File: src/rtl/chunk_serial_adder_if.sv
// Operand/result handshake bundle for chunk_serial_adder.
// The master drives operands and out_ready; the slave (the adder) drives results and in_ready.
interface chunk_serial_adder_if #(
  parameter int unsigned WIDTH = 32
);
  logic             in_valid;
  logic             in_ready;
  logic [WIDTH-1:0] a;
  logic [WIDTH-1:0] b;
  logic             ci;
  logic             sub;
  logic             out_valid;
  logic             out_ready;
  logic [WIDTH-1:0] sum;
  logic             co;
  logic             ovf;

  modport master (
    output in_valid, a, b, ci, sub, out_ready,
    input  in_ready, out_valid, sum, co, ovf
  );

  modport slave (
    input  in_valid, a, b, ci, sub, out_ready,
    output in_ready, out_valid, sum, co, ovf
  );
endinterface

File: src/rtl/chunk_serial_adder.sv
// Multi-cycle adder/subtractor: sums CHUNK bits per clock, LSB chunk first, with a registered
// carry between chunks. Reports carry-out (no-borrow for subtraction) and signed overflow.
module chunk_serial_adder #(
  parameter int unsigned WIDTH = 32,
  parameter int unsigned CHUNK = 8
) (
  input logic                clk,
  input logic                rst,
  chunk_serial_adder_if.slave bus
);
  localparam int unsigned NCHUNK = WIDTH / CHUNK;
  localparam int unsigned KW     = (NCHUNK > 1) ? $clog2(NCHUNK) : 1;

  typedef enum logic [1:0] {StIdle, StRun, StDone} state_e;

  state_e           state_q, state_d;
  logic [WIDTH-1:0] a_q, a_d;
  logic [WIDTH-1:0] b_q, b_d;
  logic [WIDTH-1:0] r_q, r_d;
  logic [WIDTH-1:0] sum_q, sum_d;
  logic             carry_q, carry_d;
  logic [KW-1:0]    k_q, k_d;
  logic             co_q, co_d;
  logic             ovf_q, ovf_d;

  logic [31:0]      base;
  logic [CHUNK-1:0] a_chunk;
  logic [CHUNK-1:0] b_chunk;
  logic [CHUNK:0]   chunk_sum;
  logic [WIDTH-1:0] chunk_mask;
  logic [WIDTH-1:0] r_ins;
  logic             last;

  // Chunk extraction/insertion by shifting, so CHUNK==WIDTH needs no special case.
  always_comb begin
    base       = 32'(k_q) * CHUNK;
    a_chunk    = CHUNK'(a_q >> base);
    b_chunk    = CHUNK'(b_q >> base);
    chunk_sum  = {1'b0, a_chunk} + {1'b0, b_chunk} + {{CHUNK{1'b0}}, carry_q};
    chunk_mask = WIDTH'({CHUNK{1'b1}}) << base;
    r_ins      = (r_q & ~chunk_mask) | (WIDTH'(chunk_sum[CHUNK-1:0]) << base);
    last       = (k_q == KW'(NCHUNK - 1));
  end

  always_comb begin
    state_d = state_q;
    a_d     = a_q;
    b_d     = b_q;
    r_d     = r_q;
    sum_d   = sum_q;
    carry_d = carry_q;
    k_d     = k_q;
    co_d    = co_q;
    ovf_d   = ovf_q;
    unique case (state_q)
      StIdle: begin
        if (bus.in_valid) begin
          // Subtraction as a + ~b + ~ci == a - b - ci.
          a_d     = bus.a;
          b_d     = bus.sub ? ~bus.b : bus.b;
          carry_d = bus.sub ? ~bus.ci : bus.ci;
          k_d     = '0;
          state_d = StRun;
        end
      end
      StRun: begin
        r_d     = r_ins;
        carry_d = chunk_sum[CHUNK];
        k_d     = k_q + 1'b1;
        if (last) begin
          sum_d   = r_ins;
          co_d    = chunk_sum[CHUNK];
          ovf_d   = (a_q[WIDTH-1] == b_q[WIDTH-1]) && (r_ins[WIDTH-1] != a_q[WIDTH-1]);
          k_d     = '0;
          state_d = StDone;
        end
      end
      StDone: begin
        if (bus.out_ready) state_d = StIdle;
      end
      default: state_d = StIdle;
    endcase
  end

  always_ff @(posedge clk) begin
    if (rst) begin
      state_q <= StIdle;
      a_q     <= '0;
      b_q     <= '0;
      r_q     <= '0;
      sum_q   <= '0;
      carry_q <= 1'b0;
      k_q     <= '0;
      co_q    <= 1'b0;
      ovf_q   <= 1'b0;
    end else begin
      state_q <= state_d;
      a_q     <= a_d;
      b_q     <= b_d;
      r_q     <= r_d;
      sum_q   <= sum_d;
      carry_q <= carry_d;
      k_q     <= k_d;
      co_q    <= co_d;
      ovf_q   <= ovf_d;
    end
  end

  // Handshake outputs come straight from the state register: no input-to-output paths.
  assign bus.in_ready  = (state_q == StIdle);
  assign bus.out_valid = (state_q == StDone);
  assign bus.sum       = sum_q;
  assign bus.co        = co_q;
  assign bus.ovf       = ovf_q;
endmodule

File: src/flat_wrapper.sv
// flat-port wrapper written by rule: the top's interface ports become plain ports
module chunk_serial_adder_flat 
#(
  parameter int unsigned WIDTH = 32,
  parameter int unsigned CHUNK = 8
)
  (clk, rst, bus_in_valid, bus_a, bus_b, bus_ci, bus_sub, bus_out_ready, bus_in_ready, bus_out_valid, bus_sum, bus_co, bus_ovf);
  chunk_serial_adder_if #(.WIDTH(WIDTH)) bus_i ();
  input logic clk;
  input logic rst;
  input wire logic [$bits(bus_i.in_valid)-1:0] bus_in_valid;
  input wire logic [$bits(bus_i.a)-1:0] bus_a;
  input wire logic [$bits(bus_i.b)-1:0] bus_b;
  input wire logic [$bits(bus_i.ci)-1:0] bus_ci;
  input wire logic [$bits(bus_i.sub)-1:0] bus_sub;
  input wire logic [$bits(bus_i.out_ready)-1:0] bus_out_ready;
  output wire logic [$bits(bus_i.in_ready)-1:0] bus_in_ready;
  output wire logic [$bits(bus_i.out_valid)-1:0] bus_out_valid;
  output wire logic [$bits(bus_i.sum)-1:0] bus_sum;
  output wire logic [$bits(bus_i.co)-1:0] bus_co;
  output wire logic [$bits(bus_i.ovf)-1:0] bus_ovf;
  assign bus_i.in_valid = bus_in_valid;
  assign bus_i.a = bus_a;
  assign bus_i.b = bus_b;
  assign bus_i.ci = bus_ci;
  assign bus_i.sub = bus_sub;
  assign bus_i.out_ready = bus_out_ready;
  assign bus_in_ready = bus_i.in_ready;
  assign bus_out_valid = bus_i.out_valid;
  assign bus_sum = bus_i.sum;
  assign bus_co = bus_i.co;
  assign bus_ovf = bus_i.ovf;
  chunk_serial_adder #(.WIDTH(WIDTH), .CHUNK(CHUNK)) u_core (.clk(clk), .rst(rst), .bus(bus_i));
endmodule
File: config.mk
export PLATFORM = sky130hd
export DESIGN_NAME = chunk_serial_adder_flat
export DESIGN_NICKNAME = d
export VERILOG_FILES = /design/src/rtl/chunk_serial_adder_if.sv /design/src/rtl/chunk_serial_adder.sv /design/src/flat_wrapper.sv
export SDC_FILE = /design/constraint.sdc
export NUM_CORES = 1
export LEC_CHECK = 0
export ABC_AREA = 1
export CORE_ASPECT_RATIO = 1.5
export CORE_MARGIN = 1.5
export CORE_UTILIZATION = 44
export CTS_CLUSTER_DIAMETER = 40
export DETAILED_ROUTE_END_ITERATION = 8
export GPL_TIMING_DRIVEN = 0
export MAX_ROUTING_LAYER = met4
export PLACE_DENSITY = 0.78
export SETUP_SLACK_MARGIN = 0.2
export SLEW_MARGIN = 20
export SYNTH_ARGS = -nofsm -noshare
export SYNTH_HDL_FRONTEND = slang
export SYNTH_SLANG_ARGS = --single-unit
File: constraint.sdc
create_clock -name clk -period 5.9 [get_ports clk]
set_input_delay 1.18 -clock clk [delete_from_list [all_inputs] [get_ports clk]]
set_output_delay 1.18 -clock clk [all_outputs]
set_load 0.05 [all_outputs]
==> metrics.yaml, run 1 <==
p_int_w: 0.00169
drive_gt1_share_pct: 7.70
worst_slew_pin_slew_ns: 0.592
syn_nets: 899
rsz0062_at_grt: "no"
maxCapViolCount: 0
fillers: 1320
ir_drop_mv: 0.216
numPortBuffers: 103
antenna_found_initial: 0
grt_pass1_wl_microns: 28000
grt_max_degree: 17
overflow: 0
fin_nets: 1021
pin_count: 106
grt_usage_pct: 25.6
setup_violations: 0
clk_latency_ns: 0.42
cp_max_fo: 10
syn_inst: 816
clk_pin_slew_worst_paths_ns: 0.05
worstHoldPathType: "reg2reg"
switching_power_w: 0.000700
sw_frac_of_total_pct: 29.3
p_per_area_mw_per_mm2: 304
fin_ws_ns: 2.47
die_w_microns: 99.0
final_cell_mix: "nor2_1, dfxtp_1, o21ai_0"
final_common_cell: "nor2_1"
htreeDepth: 4
gp_congestion: 0.977
seqPwrFrac_pct: 40.0
postRouteAntennaNets: 0
root_buffer: "clkbuf_16"
power_leakage_nw: 3.38
cts_made_buffers: 17
setup-tns-final_ns: 0
synth_warnings: 0
avgRoutedWirePerCell_microns: 15.7
max_slew_margin_pct: 60.5
vias_per_cell: 5.32
dp_cells: 1081
cts_setup_buffers: 0
routed_wl_microns: 17500
ys_types: 38
antenna_cells: 0
clock-sinks: 128
core_sq_mm: 0.0135
synth_area_sq_mm: 0.00609
post_cts_resized: 0
power_w: 0.00239
fin_crit_sh_pct: 58.1
pre_cts_slack_ns: 2.62
max_freq_mhz: 292
rows: 52
worstSetupStartpointType: "flop"
finalHoldViolations: 0
cts_buffer_depth: 2
ys_seq_area_share_pct: 42.1
synth_flop_cell: "dfxtp_1"
r2r_slack_ns: 2.47
grt_pass1_vias: 5756
drt-pass1-iter-count: 5
status: "finished clean"
dieArea_sq_mm: 0.0146
drtIter0Drc: 376
arrival_ns: 3.79
postSynthAreaPerCell_sq_um: 7.46
place_area_sq_mm: 0.00732
start_util_pct: 45.0
num_vias: 5909
dieHeight_microns: 147
place_hpwl_microns: 13000
drc_errors: 0
area_growth_pct: 28.8
maxSlewViolCount: 0
crit_path_end_kind: "flop"
synthArstFlopShare_pct: 0
fin_skew_ns: 0.00662
cp.required_ns: 6.26
cts_tree: "built"
hold_buffers: 0
period_needed_ns: 3.43
finalNonFillerCells: 1110
fin_area_sq_mm: 0.00784
synth-seq-cells: 128
p_comb_share_pct: 20.4
worst-setup-path-type: "reg2reg"
p_clk_share_pct: 39.6
synth_edf_count: 0
[stage by stage]
stage / utilization [%] / hold slack, ns
6_report: 57.9 / 0.452
5_1_grt: 57.9 / 0.485
4_1_cts: 57.9 / 0.455
3_5_place_dp: 54.1 / 0.447
3_3_place_gp: 54.1 / 0.436
2_1_floorplan: - / 0.424
[layout make-up]
| type | count | area (sq um) | area share (%) |
|---|---|---|---|
| plain buffers | 59 | 265 | 3.38 |
| clock buffers | 20 | 447 | 5.70 |
| clock inverters | 9 | 70.1 | 0.894 |
| inverters | 98 | 368 | 4.69 |
| multi-input cells | 531 | 2890 | 36.9 |
| flip-flops and latches | 128 | 2560 | 32.7 |
| well taps | 162 | 203 | 2.59 |
| repair buffers | 103 | 1030 | 13.2 |
[cell families (layout without fill, tap and decap cells)]
logic type,after synthesis,after routing,synth area share (%)
buf+inv,157,289,10.4
fa+ha+maj,13,13,2.92
simple gates,230,230,15.1
compound gates,252,252,24.1
xor+xnor,36,36,5.30
flops,128,128,42.1
[cell usage after synthesis (3+ instances only)]
master    count  area, sq um
nand2_2       4         25.0
inv_1        94          353
o21bai_1     17          128
o211ai_1      4         30.0
clkbuf_1     28          105
xor2_1        7         61.3
a21oi_1      45          225
xnor2_1      28          245
nand2_1      56          210
a211oi_1     28          210
clkbuf_2      3         15.0
buf_1         4         15.0
o22ai_1      26          163
nor2_1      146          548
buf_2        20          100
o21ai_0     115          576
o21ai_2       3         26.3
dfxtp_1     128         2560
nand3_1      16         80.1
ha_1         11          138
buf_4         4         30.0
o21ai_1       4         20.0
[worst max-delay path, cell delays in order (launching register included)]
cell,delay (ns)
dfxtp_1,0.48
clkbuf_1,0.49
o21ai_0,0.17
a21oi_1,0.16
a21oi_1,0.09
fa_1,0.48
fa_1,0.38
inv_1,0.11
nand3_1,0.11
a21oi_2,0.19
nor2_1,0.06
nand2_1,0.12
nand4_1,0.20
nand3_1,0.17
o211ai_1,0.10
inv_1,0.07
[metal layers]
metal	track usage [%]	share of wire, %	up-vias
li1	-	-	2911
met1	26.5	39	2703
met2	44.6	52	227
met3	5.09	4.3	68
met4	15.0	5.2	0
met5	-	0	-
[worst paths after layout]
check / start / endpoint / cells past startpoint
worst max-delay path: u_core.k_q[1]$_SDFFE_PP0P_ / u_core.bus.sum[6]$_SDFFE_PP0P_ / 15
worst min-delay path: u_core.b_q[24]$_SDFFE_PP0P_ / u_core.b_q[24]$_SDFFE_PP0P_ / 2
worst max register to register: u_core.k_q[1]$_SDFFE_PP0P_ / u_core.bus.sum[6]$_SDFFE_PP0P_ / 15
worst min register to register: u_core.b_q[24]$_SDFFE_PP0P_ / u_core.b_q[24]$_SDFFE_PP0P_ / 2
[sequential cells by signal, summed over array words and instances (netlist names)]
name / count
u_core.carry_q: 1
u_core.bus.co: 1
u_core.bus.ovf: 1
u_core.state_q: 2
u_core.bus.sum: 32
u_core.r_q: 25
u_core.k_q: 2
u_core.a_q: 32
u_core.b_q: 32
[power by group through the flow]
| stage | logic (W) | clock network (W) | registers, W |
|---|---|---|---|
| 2_1_floorplan | 0.000324 | 0 | 0.000963 |
| 3_3_place_gp | 0.000470 | 0 | 0.000969 |
| 3_5_place_dp | 0.000477 | 0 | 0.000971 |
| 4_1_cts | 0.000481 | 0.000949 | 0.000953 |
| 5_1_grt | 0.000537 | 0.000983 | 0.000959 |
| 6_report | 0.000487 | 0.000944 | 0.000954 |
Note: power is estimated with default switching activity, not from simulation.
==> run 2, diff against run 1 <==
- PLACE_DENSITY: 0.78 -> 0.81
- clock period: 5.9 -> 3 ns (I/O delays scaled with it)
==> run 2 against run 1 <==
Largest cell class unchanged. Sequential power up 97%. Sequential cell count stayed put. Setup slack lost 2.3 ns. Routed wire length is 3.3% higher. First-iteration DRC count rose by 20%. Highest routed layer unchanged. Clock-buffer cell count fell by 1.
==> metrics.yaml, run 2 (synthesis results as in run 1) <==
ir_drop_mv: 0.380  # +76%
drive_gt1_share_pct: 12.1  # +4.4 points
clock-sinks: 128  # unchanged
fin_util_pct: 60.4  # +2.5 points
core_sq_mm: 0.0135  # unchanged
fin_skew_ns: 0.00650  # -0.000126 ns
grt_max_degree: 17  # unchanged
place_hpwl_microns: 13000  # about the same
clk_pin_slew_worst_paths_ns: 0.06  # about the same
dieHeight_microns: 147  # unchanged
status: "finished clean"
rows: 52  # unchanged
grt_pass1_vias: 5948  # +3.3%
cp_max_fo: 8  # -2
maxCapViolCount: 0  # unchanged
finalHoldViolations: 0  # unchanged
fin_ws_ns: 0.194  # -2.28 ns
fin_crit_sh_pct: 93.5  # +35 points
htreeDepth: 4  # unchanged
max_slew_margin_pct: 60.7  # +0.18 points
power_leakage_nw: 3.52  # +4.0%
worstHoldPathType: "reg2reg"
root_buffer: "clkbuf_16"
arrival_ns: 3.18  # -0.61 ns
gp_congestion: 0.938  # -4.0%
hold_buffers: 0  # unchanged
final_cell_mix: "nor2_1, dfxtp_1, o21ai_0"
max_freq_mhz: 356  # +22%
multiInputGateArea_sq_mm: 0.00298  # +2.9%
overflow: 0  # unchanged
cp.required_ns: 3.37  # -2.89 ns
p_per_area_mw_per_mm2: 630  # +110%
finalNonFillerCells: 1119  # +0.81%
setup_violations: 0  # unchanged
cts_tree: "built"
avgRoutedWirePerCell_microns: 16.1  # +2.5%
numPortBuffers: 103  # unchanged
pre_cts_slack_ns: -0.272  # -2.89 ns
antenna_found_initial: 0  # unchanged
fin_area_sq_mm: 0.00817  # +4.2%
rsz0062_at_grt: "yes"
antenna_cells: 0  # unchanged
drtIter0Drc: 450  # +20%
start_util_pct: 45.0  # unchanged
crit_path_end_kind: "flop"
area_growth_pct: 34.2
dieArea_sq_mm: 0.0146  # unchanged
grt_pass1_wl_microns: 28400  # +1.3%
period_needed_ns: 2.81  # -0.620 ns
fin_nets: 1027  # +0.59%
routed_wl_microns: 18000  # +3.3%
hold_slack_ns: 0.461  # +0.00948 ns
grt_usage_pct: 25.8  # +0.20 points
num_vias: 6083  # +2.9%
drc_errors: 0  # unchanged
fillers: 1206  # -8.6%
seq_area_sq_mm: 0.00257  # +0.20%
place_area_sq_mm: 0.00732  # unchanged
final_common_cell: "nor2_1"
postRouteAntennaNets: 0  # unchanged
vias_per_cell: 5.44  # +2.1%
pin_count: 106  # unchanged
cts_buffer_depth: 2  # unchanged
clk_latency_ns: 0.43  # about the same
worst_slew_pin_slew_ns: 0.589  # -0.00271 ns
drt-pass1-iter-count: 5  # unchanged
maxSlewViolCount: 0  # unchanged
die_w_microns: 99.0  # unchanged
dp_cells: 1081  # unchanged
cts_made_buffers: 17  # unchanged
worst-setup-path-type: "reg2reg"
worstSetupStartpointType: "flop"
-- run 2: cell types whose count changed in the layout (fill, tap and decap cells not counted), moves of 5 or more --
| cell | change |
|---|---|
| buf_2 | -5 |
| buf_4 | +6 |
| clkbuf_1 | -9 |
| clkinv_2 | -5 |
| o22ai_1 | -5 |
| o22ai_2 | +5 |
-- run 2: report_power, final --
part	total (W)	internal, W	switching (W)
Clock	0.00223	0.00143	0.000796
Sequential	0.00188	0.00182	0.0000626
Combinational	0.00104	0.000408	0.000628
Total	0.00514	0.00366	0.00149
-- run 2: layer usage --
layer | GRT usage [%] | vias to the layer above | part of all wire, %
met5 | - | - | 0
met4 | 16.6 | 0 | 5.6
met3 | 5.19 | 87 | 5.7
met2 | 44.1 | 279 | 52
met1 | 26.7 | 2783 | 37
li1 | - | 2934 | -
-- run 2: worst max-delay path, stage by stage, from the launching register on --
cell and delay (ns):
dfxtp_2 0.34, buf_6 0.15, buf_8 0.13, nand2_2 0.05, a32o_2 0.29, fa_2 0.41
fa_2 0.34, inv_2 0.07, nand3_2 0.07, nand2_1 0.13, xor2_2 0.19, nand2_1 0.14
o22ai_1 0.23, o21ai_0 0.13, inv_1 0.07
-- run 2: final timing paths --
path                                                 start  slack [ns]                          to  cells after the start
worst max-delay path            u_core.k_q[0]$_SDFFE_PP0P_        0.19  u_core.r_q[4]$_SDFFE_PP0P_                     14
worst min-delay path            u_core.b_q[1]$_SDFFE_PP0P_        0.46  u_core.b_q[1]$_SDFFE_PP0P_                      2
worst max register to register  u_core.k_q[0]$_SDFFE_PP0P_        0.19  u_core.r_q[4]$_SDFFE_PP0P_                     14
worst min register to register  u_core.b_q[1]$_SDFFE_PP0P_        0.46  u_core.b_q[1]$_SDFFE_PP0P_                      2
-- run 2: what timing repair did --
item / CTS / global route
setup buffers: 3 / 3
endpoints found under the setup margin: 51 / 39
gates resized for setup: 23 / 35
pin swaps: 3 / 7
cloned: 0 / 0
-- run 2: area by class of cell --
type                    count  share of cell area, %
multi-input cells         531                   36.4
flip-flops and latches    128                   31.4
repair buffers            109                   13.2
clock buffers              19                   5.54
inverters                  98                   4.59
plain buffers              59                   4.09
well taps                 162                   2.48
clock inverters            13                   2.27
-- run 2: per-stage QoR --
stage                     power (W)  setup TNS [ns]
final                       0.00514               0
after global routing        0.00532               0
after CTS                   0.00508               0
after detailed placement    0.00285           -3.31
after global placement      0.00283           -2.96
after floorplan             0.00253               0
